--- config.mk ---
export PLATFORM = sky130hd
export DESIGN_NAME = ud_button_conditioner
export DESIGN_NICKNAME = d
export VERILOG_FILES = /design/src/rtl/ud_button_conditioner.sv
export SDC_FILE = /design/constraint.sdc
export NUM_CORES = 1
export LEC_CHECK = 0
export BUFFER_PORTS_ARGS = -buffer_cell sky130_fd_sc_hd__buf_2
export CORE_AREA = 2 2 39 41
export CTS_BUF_LIST = sky130_fd_sc_hd__clkbuf_4
export DETAILED_ROUTE_END_ITERATION = 16
export DIE_AREA = 0 0 41 43
export PLACE_DENSITY_LB_ADDON = 0.12
export SYNTH_ARGS = -nofsm -noshare
export SYNTH_HDL_FRONTEND = slang
export SYNTH_SLANG_ARGS = --single-unit
--- constraint.sdc ---
create_clock -name clk -period 1.5 [get_ports clk]
set_input_delay 0.075 -clock clk [delete_from_list [all_inputs] [get_ports clk]]
set_output_delay 0.075 -clock clk [all_outputs]
set_load 0.01 [all_outputs]
--- src/rtl/ud_button_conditioner.sv ---
`default_nettype none
// ----------------------------------------------------------------------------
// ud_button_conditioner: synchronise and debounce up/down buttons into UD+step.
// Optional macro AUTO_REPEAT_EN enables held-button auto-repeat.  Rev 1.0
// ----------------------------------------------------------------------------
module ud_button_conditioner #(
  parameter int DB_CYCLES     = 4,
  parameter int REPEAT_CYCLES = 8
) (
  input  logic clk,
  input  logic REST,
  input  logic btn_up,
  input  logic btn_dn,
  output logic UD,
  output logic step,
  output logic busy
);

  localparam int                c_DB_W    = $clog2(DB_CYCLES + 1);
  localparam logic [c_DB_W-1:0] c_DB_LAST = c_DB_W'(DB_CYCLES - 1);

  localparam logic [2:0] c_ST_IDLE    = 3'd0;
  localparam logic [2:0] c_ST_FIRE_UP = 3'd1;
  localparam logic [2:0] c_ST_FIRE_DN = 3'd2;
  localparam logic [2:0] c_ST_HELD    = 3'd3;
  localparam logic [2:0] c_ST_LOCKOUT = 3'd4;

  // Bit 1 carries the up button, bit 0 the down button throughout.
  logic [1:0] w_raw;
  logic [1:0] r_sync1;
  logic [1:0] r_sync2;
  logic [1:0] w_db;
  logic [1:0] r_db_prev;
  logic [1:0] w_rise;
  logic       w_none_held;

  logic [2:0] r_state;
  logic       r_ud;
  logic       r_step;

  assign w_raw = {btn_up, btn_dn};

  always_ff @(posedge clk or negedge REST) begin
    if (!REST) begin
      r_sync1   <= 2'b00;
      r_sync2   <= 2'b00;
      r_db_prev <= 2'b00;
    end else begin
      r_sync1   <= w_raw;
      r_sync2   <= r_sync1;
      r_db_prev <= w_db;
    end
  end

  for (genvar gi = 0; gi < 2; gi++) begin : g_debounce
    logic [c_DB_W-1:0] r_cnt;
    logic              r_level;

    always_ff @(posedge clk or negedge REST) begin
      if (!REST) begin
        r_cnt   <= '0;
        r_level <= 1'b0;
      end else if (r_sync2[gi] == r_level) begin
        r_cnt   <= '0;
      end else if (r_cnt == c_DB_LAST) begin
        r_cnt   <= '0;
        r_level <= ~r_level;
      end else begin
        r_cnt   <= r_cnt + 1'b1;
      end
    end

    assign w_db[gi] = r_level;
  end

  assign w_rise      = w_db & ~r_db_prev;
  assign w_none_held = ~|w_db;

`ifdef AUTO_REPEAT_EN
  localparam int                 c_RPT_W    = $clog2(REPEAT_CYCLES + 1);
  localparam logic [c_RPT_W-1:0] c_RPT_LAST = c_RPT_W'(REPEAT_CYCLES - 1);

  logic [c_RPT_W-1:0] r_rpt;
  logic               w_origin_held;
  logic               w_repeat;

  // UD still names the button that started this hold.
  assign w_origin_held = r_ud ? w_db[1] : w_db[0];
  assign w_repeat      = (r_state == c_ST_HELD) && w_origin_held && !r_step &&
                         (r_rpt == c_RPT_LAST);

  always_ff @(posedge clk or negedge REST) begin
    if (!REST) begin
      r_rpt <= '0;
    end else if ((r_state != c_ST_HELD) || !w_origin_held || w_repeat) begin
      r_rpt <= '0;
    end else if (r_rpt != c_RPT_LAST) begin
      r_rpt <= r_rpt + 1'b1;
    end
  end
`else
  logic w_unused_rpt;
  assign w_unused_rpt = (REPEAT_CYCLES > 0);
`endif

  always_ff @(posedge clk or negedge REST) begin
    if (!REST) begin
      r_state <= c_ST_IDLE;
      r_ud    <= 1'b0;
      r_step  <= 1'b0;
    end else begin
      r_step <= 1'b0;
      case (r_state)
        c_ST_IDLE: begin
          if (&w_rise) begin
            r_state <= c_ST_LOCKOUT;
          end else if (w_rise[1]) begin
            r_state <= c_ST_FIRE_UP;
            r_ud    <= 1'b1;
            r_step  <= 1'b1;
          end else if (w_rise[0]) begin
            r_state <= c_ST_FIRE_DN;
            r_ud    <= 1'b0;
            r_step  <= 1'b1;
          end
        end
        c_ST_FIRE_UP, c_ST_FIRE_DN: begin
          r_state <= c_ST_HELD;
        end
        c_ST_HELD: begin
          if (w_none_held) begin
            r_state <= c_ST_IDLE;
`ifdef AUTO_REPEAT_EN
          end else if (w_repeat) begin
            r_step  <= 1'b1;
`endif
          end
        end
        c_ST_LOCKOUT: begin
          if (w_none_held) begin
            r_state <= c_ST_IDLE;
          end
        end
        default: begin
          r_state <= c_ST_IDLE;
        end
      endcase
    end
  end

  assign UD   = r_ud;
  assign step = r_step;
  assign busy = (r_state != c_ST_IDLE);

endmodule
`default_nettype wire

# Word level (Yosys, flattened, before mapping)
# Cells that the tools add are included.
# W data, S select, Z words.
[totals] word_cells=55 register_bits=19 in_bits=4
[op_classes] muxes=15 n_reduce_logical=11 eq_ne=10 addsub=2 n_bitwise=7
[ops] operator="$mux W3" count=8
[ops] operator="$eq A3 B2 Y1 const B" count=4
[ops] operator="$pmux W3 S3" count=1
[ops] operator="$reduce_and A2 Y1" count=4
[ops] operator="$add A3 B1 Y3 const B" count=2
[ops] operator="$mux W1" count=6
[ops] operator="$reduce_or A2 Y1" count=3
[ops] operator="$not A1 Y1" count=5
[ops] operator="$ne A4 B4 Y1 const B" count=1
[ops] operator="$eq A3 B1 Y1 const B" count=1
[ops] operator="$eq A3 B3 Y1 const B" count=1
[ops] operator="$logic_not A3 Y1" count=1
[ops] operator="$reduce_and A3 Y1" count=1
[ops] operator="$reduce_bool A3 Y1" count=1
[ops] operator="$and A2 B2 Y2" count=1
[ops] operator="$eq A1 B1 Y1" count=2
[ops] operator="$ne A2 B2 Y1 const B" count=1
[ops] operator="$not A2 Y2" count=1
[ops] operator="$reduce_bool A2 Y1" count=1

# Logic depth before layout (Yosys ltp)
# Gate-level depths: netlist of the first run.
[logic_depth] depth_word=6 ltp_mapped=3

# Least setup slack after synthesis of the first run
# Ideal clock, no wire load.
[synth_timing] path_type="register -> register" startpoint="register r_state[1]" endpoint="register r_ud (netlist: UD)" t_arrival_ns=1.089 path_stages_with_launch=4 path_buffers=0 setup_time_ns=0.129 setup_slack_ns=0.282 required_ns=1.371 period_less_slack_ns=1.218 path_cell_list="dfrtp_1 or3_4 o31ai_1 o21ai_1"
[synth_between] elab_chain_cells=2
[synth_lines] element="start, declared" line="37" rtl="logic [2:0] r_state;"
[synth_lines] element="start signal, assigned" line="108" rtl="r_state <= c_ST_IDLE;"
[synth_lines] element="start signal, assigned" line="116" rtl="r_state <= c_ST_LOCKOUT;"
[synth_lines] element="start signal, assigned" line="118" rtl="r_state <= c_ST_FIRE_UP;"
[synth_lines] element="$logic_not A3 Y1" line="113" rtl="case (r_state)"
[synth_lines] element="$reduce_and A3 Y1 (no source line)"
[synth_lines] element="end signal, assigned" line="109" rtl="r_ud <= 1'b0;"
[synth_lines] element="end signal, assigned" line="119" rtl="r_ud <= 1'b1;"
[synth_lines] element="end signal, assigned" line="123" rtl="r_ud <= 1'b0;"
[synth_lines] element="end, declared" line="38" rtl="logic r_ud;"
# Every way passes these cells.
# A chain may end at the register's enable or synchronous reset.

# Worst setup path after layout of the first run
[layout_timing] startpoint="register r_state[1]" endpoint="output busy"
[layout_between] elab_chain_cells=1
[layout_lines] element="$reduce_bool A3 Y1" line="153" rtl="assign busy = (r_state != c_ST_IDLE);"
[layout_lines] element="end, declared" line="16" rtl="output logic busy"
# Every way passes these cells.

==> results of run 1 <==
where the power goes:
group          total, mW  internal, mW  leakage [nW]  switching (mW)
Sequential         0.755         0.654         0.235           0.101
Combinational      0.365         0.187         0.108           0.178
Clock              0.240        0.0988        0.0177           0.141
Total               1.36         0.940         0.361           0.420
cell families after synthesis:
kind of cell             synth area share, %
AO/OA/AOI/OAI                           7.05
XOR/XNOR                                2.53
adder cells (fa/ha/maj)                 3.62
flip-flops                              68.7
multiplexers                            3.25
AND/OR/NAND/NOR                         14.8
worst paths after layout:
path	start	to	slack, ns	cells after the start
setup / recovery	r_state[1]	busy	0.16	2
hold / removal	REST	UD	0.23	2
setup reg to reg	r_state[1]	UD	0.21	3
hold reg to reg	r_sync1[0]	r_sync2[0]	0.37	0
max in group asynchronous	REST	r_sync2[0]	0.97	2
min in group clk	r_sync1[0]	r_sync2[0]	0.37	0
layer usage:
metal / vias up / share of wire [%] / wire length (um) / track usage [%]
met5: - / 0 / 0 / 0
met3: 0 / 3.0 / 31 / 3.14
met4: 0 / 0 / 0 / 8.00
met2: 7 / 55 / 563 / 26.3
met1: 187 / 42 / 423 / 17.5
li1: 196 / - / - / -
flip-flops by register name (all words and copies together), names as in the netlist:
name,count
r_sync1,2
step,1
g_debounce.r_level,2
r_db_prev,2
r_sync2,2
UD,1
r_state,3
g_debounce.r_cnt,6
cell type report:
type,count,area [um^2]
Clock buffer,3,22.5
Multi-Input combinational cell,30,216
Clock inverter,1,5.00
Timing Repair Buffer,9,60.1
Sequential cell,19,475
Fill cell,124,584
Tap cell,16,20.0
through the flow:
stage	utilization, %	worst slack (ns)	power [mW]	area [um^2]
6_report	57.8	0.161	1.36	800
5_1_grt	57.8	0.0921	1.48	800
4_1_cts	57.8	0.147	1.39	800
3_5_place_dp	53.6	0.214	1.14	742
3_3_place_gp	53.6	0.305	1.09	742
2_1_floorplan	-	0.282	1.02	692
cell usage after synthesis (all sizes together):
| library cell | instances | area share, % |
|---|---|---|
| nor3 | 2 | 1.4 |
| nand2 | 1 | 0.54 |
| o21ai | 2 | 1.4 |
| xnor2 | 2 | 2.5 |
| a21oi | 3 | 2.2 |
| dfrtp | 19 | 69 |
| nor2b | 3 | 2.7 |
| or2 | 1 | 0.90 |
| or3 | 1 | 1.6 |
| o31ai | 1 | 1.1 |
| a21boi | 1 | 1.1 |
| nand2b | 2 | 2.2 |
| mux2 | 2 | 3.3 |
| nor2 | 2 | 1.1 |
| a31o | 1 | 1.3 |
| ha | 2 | 3.6 |
| nor3b | 4 | 4.3 |
worst reg2reg max path, cell delays in order, from the launching register on:
cell and delay, ns:
dfrtp_1 0.41, or3_4 0.41, o31ai_1 0.26, o21ai_1 0.09
==> impl_metrics.env, run 1 <==
export IMPL_outcome="completed"
export IMPL_route_antenna_remaining_nets=0
export IMPL_placedCellCount=71
export IMPL_cts_buffers=3
export IMPL_critPathBufInv=1
export IMPL_finalCritPeriodShare_pct=89.3
export IMPL_rows=14
export IMPL_min_path_type="in2async"
export IMPL_synth_area_um2=692
export IMPL_gp_congestion=0.599
export IMPL_routedWlPerCell_um=13.1
export IMPL_skew_ns=0.00633
export IMPL_critical_path_top_delay_family="flip-flops"
export IMPL_yosysUniqueCellTypes=19
export IMPL_cts_resized=0
export IMPL_fin_cells=78
export IMPL_die_height_um=43
export IMPL_drive_gt1_share_pct=22.6
export IMPL_root_buffer="clkbuf_4"
export IMPL_worst_pin_slew_ns=0.408
export IMPL_yosysSeqAreaShare_pct=68.7
export IMPL_clkTransAtPathRegs_ns=0.10
export IMPL_initial_utilization_pct=50.0
export IMPL_num_vias=390
export IMPL_worstSetupPathType="reg2out"
export IMPL_yosys_warnings=0
export IMPL_htree_num_levels=1
export IMPL_cts_setup_buffers=0
export IMPL_worst_ep_required_time_ns=1.42
export IMPL_grt_ovfl_total=0
export IMPL_first_pass_iters=1
export IMPL_slew_violations=0
export IMPL_grt_pass1_vias=428
export IMPL_port_buffers=6
export IMPL_fin_crit_ns=1.34
export IMPL_rsz0062_at_grt="false"
export IMPL_drc=0
export IMPL_wl_mm=1.02
export IMPL_antenna_cells=0
export IMPL_fin_hold_ws_ns=0.235
export IMPL_setup_viol=0
export IMPL_drv_cap=0
export IMPL_coreArea_um2=1380
export IMPL_fmax_mhz=747
export IMPL_pwr_density_cell_nw_per_um2=1700
export IMPL_die_w_um=41
export IMPL_final_common_cell="dfrtp_1"
export IMPL_io_pins=7
export IMPL_grt_max_degree=20
export IMPL_insertion_delay_ns=0.28
export IMPL_tritoncts="yes"
export IMPL_grt_util_all_layers_pct=15.6
export IMPL_tns_ns=0
export IMPL_peakVddDrop_mv=0.869
export IMPL_avgViaCountPerCell=5.00
export IMPL_cts_buffer_depth=2
export IMPL_grt_pass1_wl_mm=1.77
export IMPL_netlist_instances=49
export IMPL_ctsHoldBuffers=3
export IMPL_worstPathMaxFanout=4
export IMPL_grt_antenna_before_repair=0
export IMPL_layout_common_cells="dfrtp_1, buf_2, nor3b_1"
export IMPL_first_iter_violations=0
export IMPL_layout_nets=69
export IMPL_hold_viol=0
export IMPL_cp_arrival_ns=1.26
export IMPL_cp_slowest_stage_delay_ns=0.41
export IMPL_endpoint_kind="primary output"
export IMPL_crit_chain="or3_4 > buf_2"
export IMPL_synth_seq_cells=19
export IMPL_synth_fp_nets=55
export IMPL_die_area_um2=1760
export IMPL_leakage_nw=0.361
export IMPL_syn_area_per_cell_um2=14.1
export IMPL_area_growth_pct=15.6
export IMPL_hpwl_um=794
export IMPL_cts_sinks=19
export IMPL_cp_slowest_cell="dfrtp_1"
export IMPL_timing_slew_headroom_pct=72.8
export IMPL_crit_path_start_kind="flop"
Note: power is estimated with default switching activity, not from simulation.
==> inputs of run 2 (changes only) <==
--- a/config.mk
+++ b/config.mk
@@ -6,4 +6,5 @@
 export NUM_CORES = 1
 export LEC_CHECK = 0
+export ABC_AREA = 1
 export BUFFER_PORTS_ARGS = -buffer_cell sky130_fd_sc_hd__buf_2
 export CORE_AREA = 2 2 39 41
==> constraint.sdc (replaced) <==
create_clock -name clk -period 1.5 [get_ports clk]
set_input_delay 0.075 -clock clk [delete_from_list [all_inputs] [get_ports clk]]
set_output_delay 0.075 -clock clk [all_outputs]
set_load 0.02 [all_outputs]
==> run 2 against run 1 <==
Compared with the run above:
- non-clock buffer count did not move
- utilization rose by 4.3 points
- hold slack improved by 0.0019 ns
- synthesized cell count rose by 57%
- sequential cell count did not move
- sequential power rose by 0.5%
- critical endpoint unchanged
- largest cell class unchanged
- first-iteration DRC count rose by 3
- sequential share of layout area fell by 4.2 points
- highest routed layer is now met4
- synthesized area rose by 8.3%
- setup slack improved by 0.13 ns
==> impl_metrics.env, run 2 <==
export IMPL_outcome="completed"
export IMPL_die_area_um2=1760
export IMPL_synth_simple_area_share_pct=20.5
export IMPL_gp_congestion=0.659
export IMPL_critical_path_top_delay_family="flip-flops"
export IMPL_io_pins=7
export IMPL_die_height_um=43
export IMPL_hold_viol=0
export IMPL_place_ws_ns=0.463
export IMPL_endpoint_kind="primary output"
export IMPL_antenna_cells=0
export IMPL_drive_gt1_share_pct=14.4
export IMPL_setup_viol=0
export IMPL_die_w_um=41
export IMPL_synth_compound_area_share_pct=3.84
export IMPL_worst_ep_required_time_ns=1.42
export IMPL_crit_path_start_kind="flop"
export IMPL_cts_buffers=3
export IMPL_design_area_um2=860
export IMPL_tns_ns=0
export IMPL_cp_arrival_ns=1.13
export IMPL_synth_top_area_share_pct=63.4
export IMPL_leakage_nw=0.465
export IMPL_cp_slowest_cell="dfrtp_1"
export IMPL_crit_start="r_state[1]"
export IMPL_synth_flop_cell="dfrtp_1"
export IMPL_final_common_cell="nand2_1"
export IMPL_cts_sinks=19
export IMPL_port_buffers=6
export IMPL_grt_pass1_vias=503
export IMPL_yosysSeqAreaShare_pct=63.4
export IMPL_timing_slew_headroom_pct=72.6
export IMPL_first_pass_iters=4
export IMPL_setup_slack_ns=0.292
export IMPL_synth_area_mux_share_pct=0
export IMPL_cp_slowest_stage_delay_ns=0.42
export IMPL_worstRegToRegCells=6
export IMPL_synth_adder_area_share_pct=3.34
export IMPL_finalCritPeriodShare_pct=80.5
export IMPL_multi_input_area_um2=225
export IMPL_synth_largest_area_cell="dfrtp_1"
export IMPL_synthTopCellsByArea="dfrtp_1, nand2_1, inv_1"
export IMPL_first_iter_violations=3
export IMPL_worstPathMaxFanout=4
export IMPL_drc=0
export IMPL_regToRegSetupSlack_ns=0.45
export IMPL_worstSetupPathType="reg2out"
export IMPL_r2r_end="UD"
export IMPL_hpwl_um=769
export IMPL_initial_utilization_pct=54.2
export IMPL_top_regs="g_debounce.r_cnt: 6 flops, r_state: 3 flops"
export IMPL_rsz0062_at_grt="false"
export IMPL_layout_common_cells="nand2_1, dfrtp_1, inv_1, nor2_1, buf_2"
export IMPL_synth_top_family_by_area="simple AND/OR/NAND/NOR gates"
export IMPL_synth_commonest_cells="nand2_1, dfrtp_1, inv_1, nor2_1"
export IMPL_grt_max_degree=20
export IMPL_synth_enable_flop_cells=0
export IMPL_coreArea_um2=1380
export IMPL_yosys_warnings=0
export IMPL_root_buffer="clkbuf_4"
export IMPL_route_antenna_remaining_nets=0
export IMPL_peakVddDrop_mv=0.875
export IMPL_fmax_mhz=828
export IMPL_routedWlPerCell_um=10.2
export IMPL_htree_num_levels=1
export IMPL_area_growth_pct=14.7
export IMPL_grt_ovfl_total=0
export IMPL_yosysMostFrequentCell="nand2_1"
export IMPL_fill_cells=114
export IMPL_fin_hold_ws_ns=0.237
export IMPL_synth_xor_area_share_pct=2.34
export IMPL_cts_resized=0
export IMPL_reg2reg_from="r_state[1]"
export IMPL_netlist_instances=77
export IMPL_synth_area_um2=749
export IMPL_yosysUniqueCellTypes=14
export IMPL_min_path_type="in2async"
export IMPL_largest_register_ffs=6
export IMPL_avgViaCountPerCell=4.81
export IMPL_slew_violations=0
export IMPL_placed_cell_area_um2=800
export IMPL_grt_pass1_wl_mm=1.80
export IMPL_register_area_um2=475
export IMPL_cts_buffer_depth=2
export IMPL_fin_crit_ns=1.21
export IMPL_clkTransAtPathRegs_ns=0.10
export IMPL_critPathBufInv=1
export IMPL_worst_pin_slew_ns=0.411
export IMPL_synth_seq_cells=19
export IMPL_layout_nets=97
export IMPL_crit_chain="nor2_1 > nand2_2 > buf_2"
export IMPL_synth_fp_nets=83
export IMPL_grt_antenna_before_repair=0
export IMPL_insertion_delay_ns=0.29
export IMPL_wl_mm=1.09
export IMPL_grt_util_all_layers_pct=15.7
export IMPL_tritoncts="yes"
export IMPL_num_vias=510
export IMPL_rows=14
export IMPL_syn_area_per_cell_um2=9.73
export IMPL_drv_cap=0
export IMPL_regMostFlops="g_debounce.r_cnt"
export IMPL_skew_ns=0.00288
export IMPL_pwr_density_cell_nw_per_um2=1870
export IMPL_synthArstFlopShare_pct=100
run 2: cell count changes after synthesis, moves of 3 or more:
| cell | before | now |
|---|---|---|
| inv_1 | 0 | 12 |
| nand2_1 | 1 | 20 |
| nand3_1 | 0 | 3 |
| nor2_1 | 2 | 7 |
| nor2b_1 | 3 | 0 |
run 2: what timing repair did:
item                      in CTS  in global routing
hold buffers                   3                  0
hold endpoints to repair      21                  0
buffers inserted               0                  0
run 2: worst reg2reg max path: cells and delay by family (launching register included):
family | cells | cell delay [ns]
buffers and inverters | 1 | 0.08
and+or+nand+nor | 5 | 0.46
DFF | 1 | 0.42
run 2: worst max path at each step:
stage / slack [ns] / endpoint / depth (start not counted)
2_1_floorplan: 0.44 / UD / 6
3_3_place_gp: 0.49 / r_state[0] / 7
3_5_place_dp: 0.46 / UD / 6
4_1_cts: 0.28 / busy / 3
5_1_grt: 0.23 / busy / 3
6_report: 0.29 / busy / 3
run 2: routing by layer:
layer | track usage (%) | up-vias | part of all wire [%]
met3 | 3.14 | 2 | 3.1
met1 | 16.7 | 240 | 48
met5 | 0 | - | 0
met2 | 26.3 | 7 | 48
li1 | - | 261 | -
met4 | 10.0 | 0 | 1.4
run 2: final cells by class:
type | instances | share of cell area, %
Inverter | 13 | 5.68
Timing Repair Buffer | 9 | 6.99
Sequential cell | 19 | 55.3
Multi-Input combinational cell | 45 | 26.2
Tap cell | 16 | 2.33
Clock buffer | 4 | 3.49
run 2: logic make-up (layout without fill, tap and decap cells):
| kind of cell | Yosys count | in the layout |
|---|---|---|
| and+or+nand+nor | 36 | 36 |
| DFF | 19 | 19 |
| buffers and inverters | 13 | 26 |
| AOI/OAI and AO/OA | 5 | 5 |
| adders and majority gates | 2 | 2 |
| xor gates and xnor gates | 2 | 2 |
run 2: per-stage QoR:
stage / util, % / power, mW / std cells
5_1_grt: 62.1 / 1.75 / 106
3_3_place_gp: 57.8 / 1.33 / 99
2_1_floorplan: - / 1.21 / 77
6_report: 62.1 / 1.61 / 106
4_1_cts: 62.1 / 1.63 / 106
3_5_place_dp: 57.8 / 1.35 / 99
run 2: power breakdown:
group	total [mW]	internal, mW	switching, mW
combinational	0.582	0.225	0.357
clock	0.271	0.121	0.150
sequential	0.759	0.666	0.0924
total	1.61	1.01	0.599
==> inputs of run 3 (changes only) <==
- CORE_AREA: 2 2 39 41 -> default
- CORE_MARGIN: default -> 2
- CORE_UTILIZATION: default -> 53
- DIE_AREA: 0 0 41 43 -> default
- clock period: 1.5 -> 1.1 ns (I/O delays scaled with it)
==> run 3 against run 2 <==
Compared with the run above:
- sequential share of layout area is 4.1 points lower
- critical endpoint unchanged
- sequential cell count is the same
- non-clock buffer count rose by 4
- power up 51%
- the flow now finishes with violations (setup timing)
- critical path depth unchanged
==> impl_metrics.env, run 3 (synthesis results as in run 2) <==
export IMPL_tritoncts="yes"
export IMPL_grt_antenna_before_repair=0
export IMPL_crit_path_start_kind="flop"
export IMPL_route_antenna_remaining_nets=0
export IMPL_initial_utilization_pct=56.9
export IMPL_switching_share_pct=37.6
export IMPL_p_clk_share_pct=15.0
export IMPL_placedCellCount=98
export IMPL_root_buffer="clkbuf_4"
export IMPL_first_pass_iters=4
export IMPL_timing_slew_headroom_pct=72.4
export IMPL_fin_cells=109
export IMPL_endpoint_kind="primary output"
export IMPL_drv_cap=0
export IMPL_die_height_um=41.6
export IMPL_io_pins=7
export IMPL_rsz0062_at_grt="true"
export IMPL_cp_slowest_cell="dfrtp_1"
export IMPL_peakVddDrop_mv=1.41
export IMPL_worst_ep_required_time_ns=1.04
export IMPL_combPwrFrac_pct=42.4
export IMPL_clkTransAtPathRegs_ns=0.10
export IMPL_finalCritPeriodShare_pct=101
export IMPL_hpwl_um=736
export IMPL_rows=13
export IMPL_layout_common_cells="dfrtp_1, nand2_1, inv_1"
export IMPL_insertion_delay_ns=0.30
export IMPL_avgViaCountPerCell=4.84
export IMPL_grt_util_all_layers_pct=16.2
export IMPL_cp_arrival_ns=1.05
export IMPL_tns_ns=-0.00963
export IMPL_p_seq_share_pct=42.6
export IMPL_leakage_nw=0.494
export IMPL_worst_pin_slew_ns=0.414
export IMPL_final_common_cell="dfrtp_1"
export IMPL_cts_sinks=19
export IMPL_gp_congestion=0.853
export IMPL_worstPathMaxFanout=2
export IMPL_die_w_um=41.6
export IMPL_drive_gt1_share_pct=26.6
export IMPL_place_ws_ns=0.0479
export IMPL_setup_slack_ns=-0.00963
export IMPL_grt_pass1_vias=534
export IMPL_regMostFlops="g_debounce.r_cnt"
export IMPL_min_path_type="in2async"
export IMPL_area_growth_pct=23.9
export IMPL_pwr_density_cell_nw_per_um2=2630
export IMPL_fmax_mhz=901
export IMPL_first_iter_violations=4
export IMPL_cts_buffer_depth=2
export IMPL_cp_slowest_stage_delay_ns=0.40
export IMPL_violations="setup timing"
export IMPL_layout_nets=101
export IMPL_fin_crit_ns=1.11
export IMPL_htree_num_levels=1
export IMPL_drc=0
export IMPL_slew_violations=0
export IMPL_top_regs="g_debounce.r_cnt: 6 flops, r_state: 3 flops"
export IMPL_p_total_mw=2.44
export IMPL_grt_ovfl_total=0
export IMPL_die_area_um2=1730
export IMPL_critical_path_top_delay_family="flip-flops"
export IMPL_crit_chain="nor2_2 > nand2_2 > buf_6"
export IMPL_coreArea_um2=1320
export IMPL_outcome="finished with violations"
export IMPL_grt_max_degree=20
export IMPL_port_buffers=6
export IMPL_skew_ns=0.00237
export IMPL_largest_register_ffs=6
export IMPL_cts_buffers=3
export IMPL_wl_mm=1.21
export IMPL_setup_viol=1
export IMPL_hold_viol=0
export IMPL_worstSetupPathType="reg2out"
export IMPL_grt_pass1_wl_mm=2.08
export IMPL_critPathBufInv=1
export IMPL_routedWlPerCell_um=11.1
export IMPL_antenna_cells=0
export IMPL_p_int_mw=1.52
export IMPL_switchingPower_uw=916
export IMPL_num_vias=528
## run 3: what timing repair did
item / 4_1_cts / 5_1_grt
hold endpoints to repair: 21 / 0
pin swaps: 2 / 5
hold buffers: 3 / 0
buffers inserted: 4 / 0
gates resized for setup: 5 / 7
setup endpoints to repair: 1 / 6
## run 3: per-layer routing
layer | track usage (%) | share of wire (%)
met2 | 26.6 | 47
met5 | 0 | 0
met4 | 11.6 | 3.0
met1 | 18.3 | 47
met3 | 3.91 | 2.9
## run 3: cell type report
type	count	area, um^2
inverters	13	51.3
multi-input cells	45	253
well taps	15	18.8
flip-flops and latches	19	475
clock buffers	4	30.0
fillers	96	389
repair buffers	13	100
## run 3: path summary, 6_finish.rpt
| check | from | to | slack (ns) | depth (start not counted) |
|---|---|---|---|---|
| min in group clk | r_sync1[0] | r_sync2[0] | 0.36 | 0 |
| setup reg to reg | r_state[1] | UD | 0.01 | 7 |
| max in group asynchronous | REST | g_debounce[0].r_cnt[2] | 0.60 | 2 |
| setup / recovery | r_state[1] | busy | -0.01 | 3 |
| hold reg to reg | r_sync1[0] | r_sync2[0] | 0.36 | 0 |
| hold / removal | REST | UD | 0.21 | 2 |
## run 3: per-stage QoR
stage | hold WS (ns) | cell area, um^2 | util, %
after floorplan | -0.241 | 749 | -
after global placement | 0.00745 | 798 | 60.6
after detailed placement | 0.00982 | 798 | 60.6
after CTS | 0.221 | 905 | 68.7
after global routing | 0.260 | 928 | 70.5
final | 0.215 | 928 | 70.5
## run 3: power by group through the flow
stage          sequential, mW  combinational [mW]  clock [mW]
3_3_place_gp             1.04               0.767           0
4_1_cts                  1.03               0.959       0.375
6_report                 1.04                1.03       0.366
2_1_floorplan            1.06               0.592           0
5_1_grt                  1.06                1.17       0.398
3_5_place_dp             1.05               0.788           0
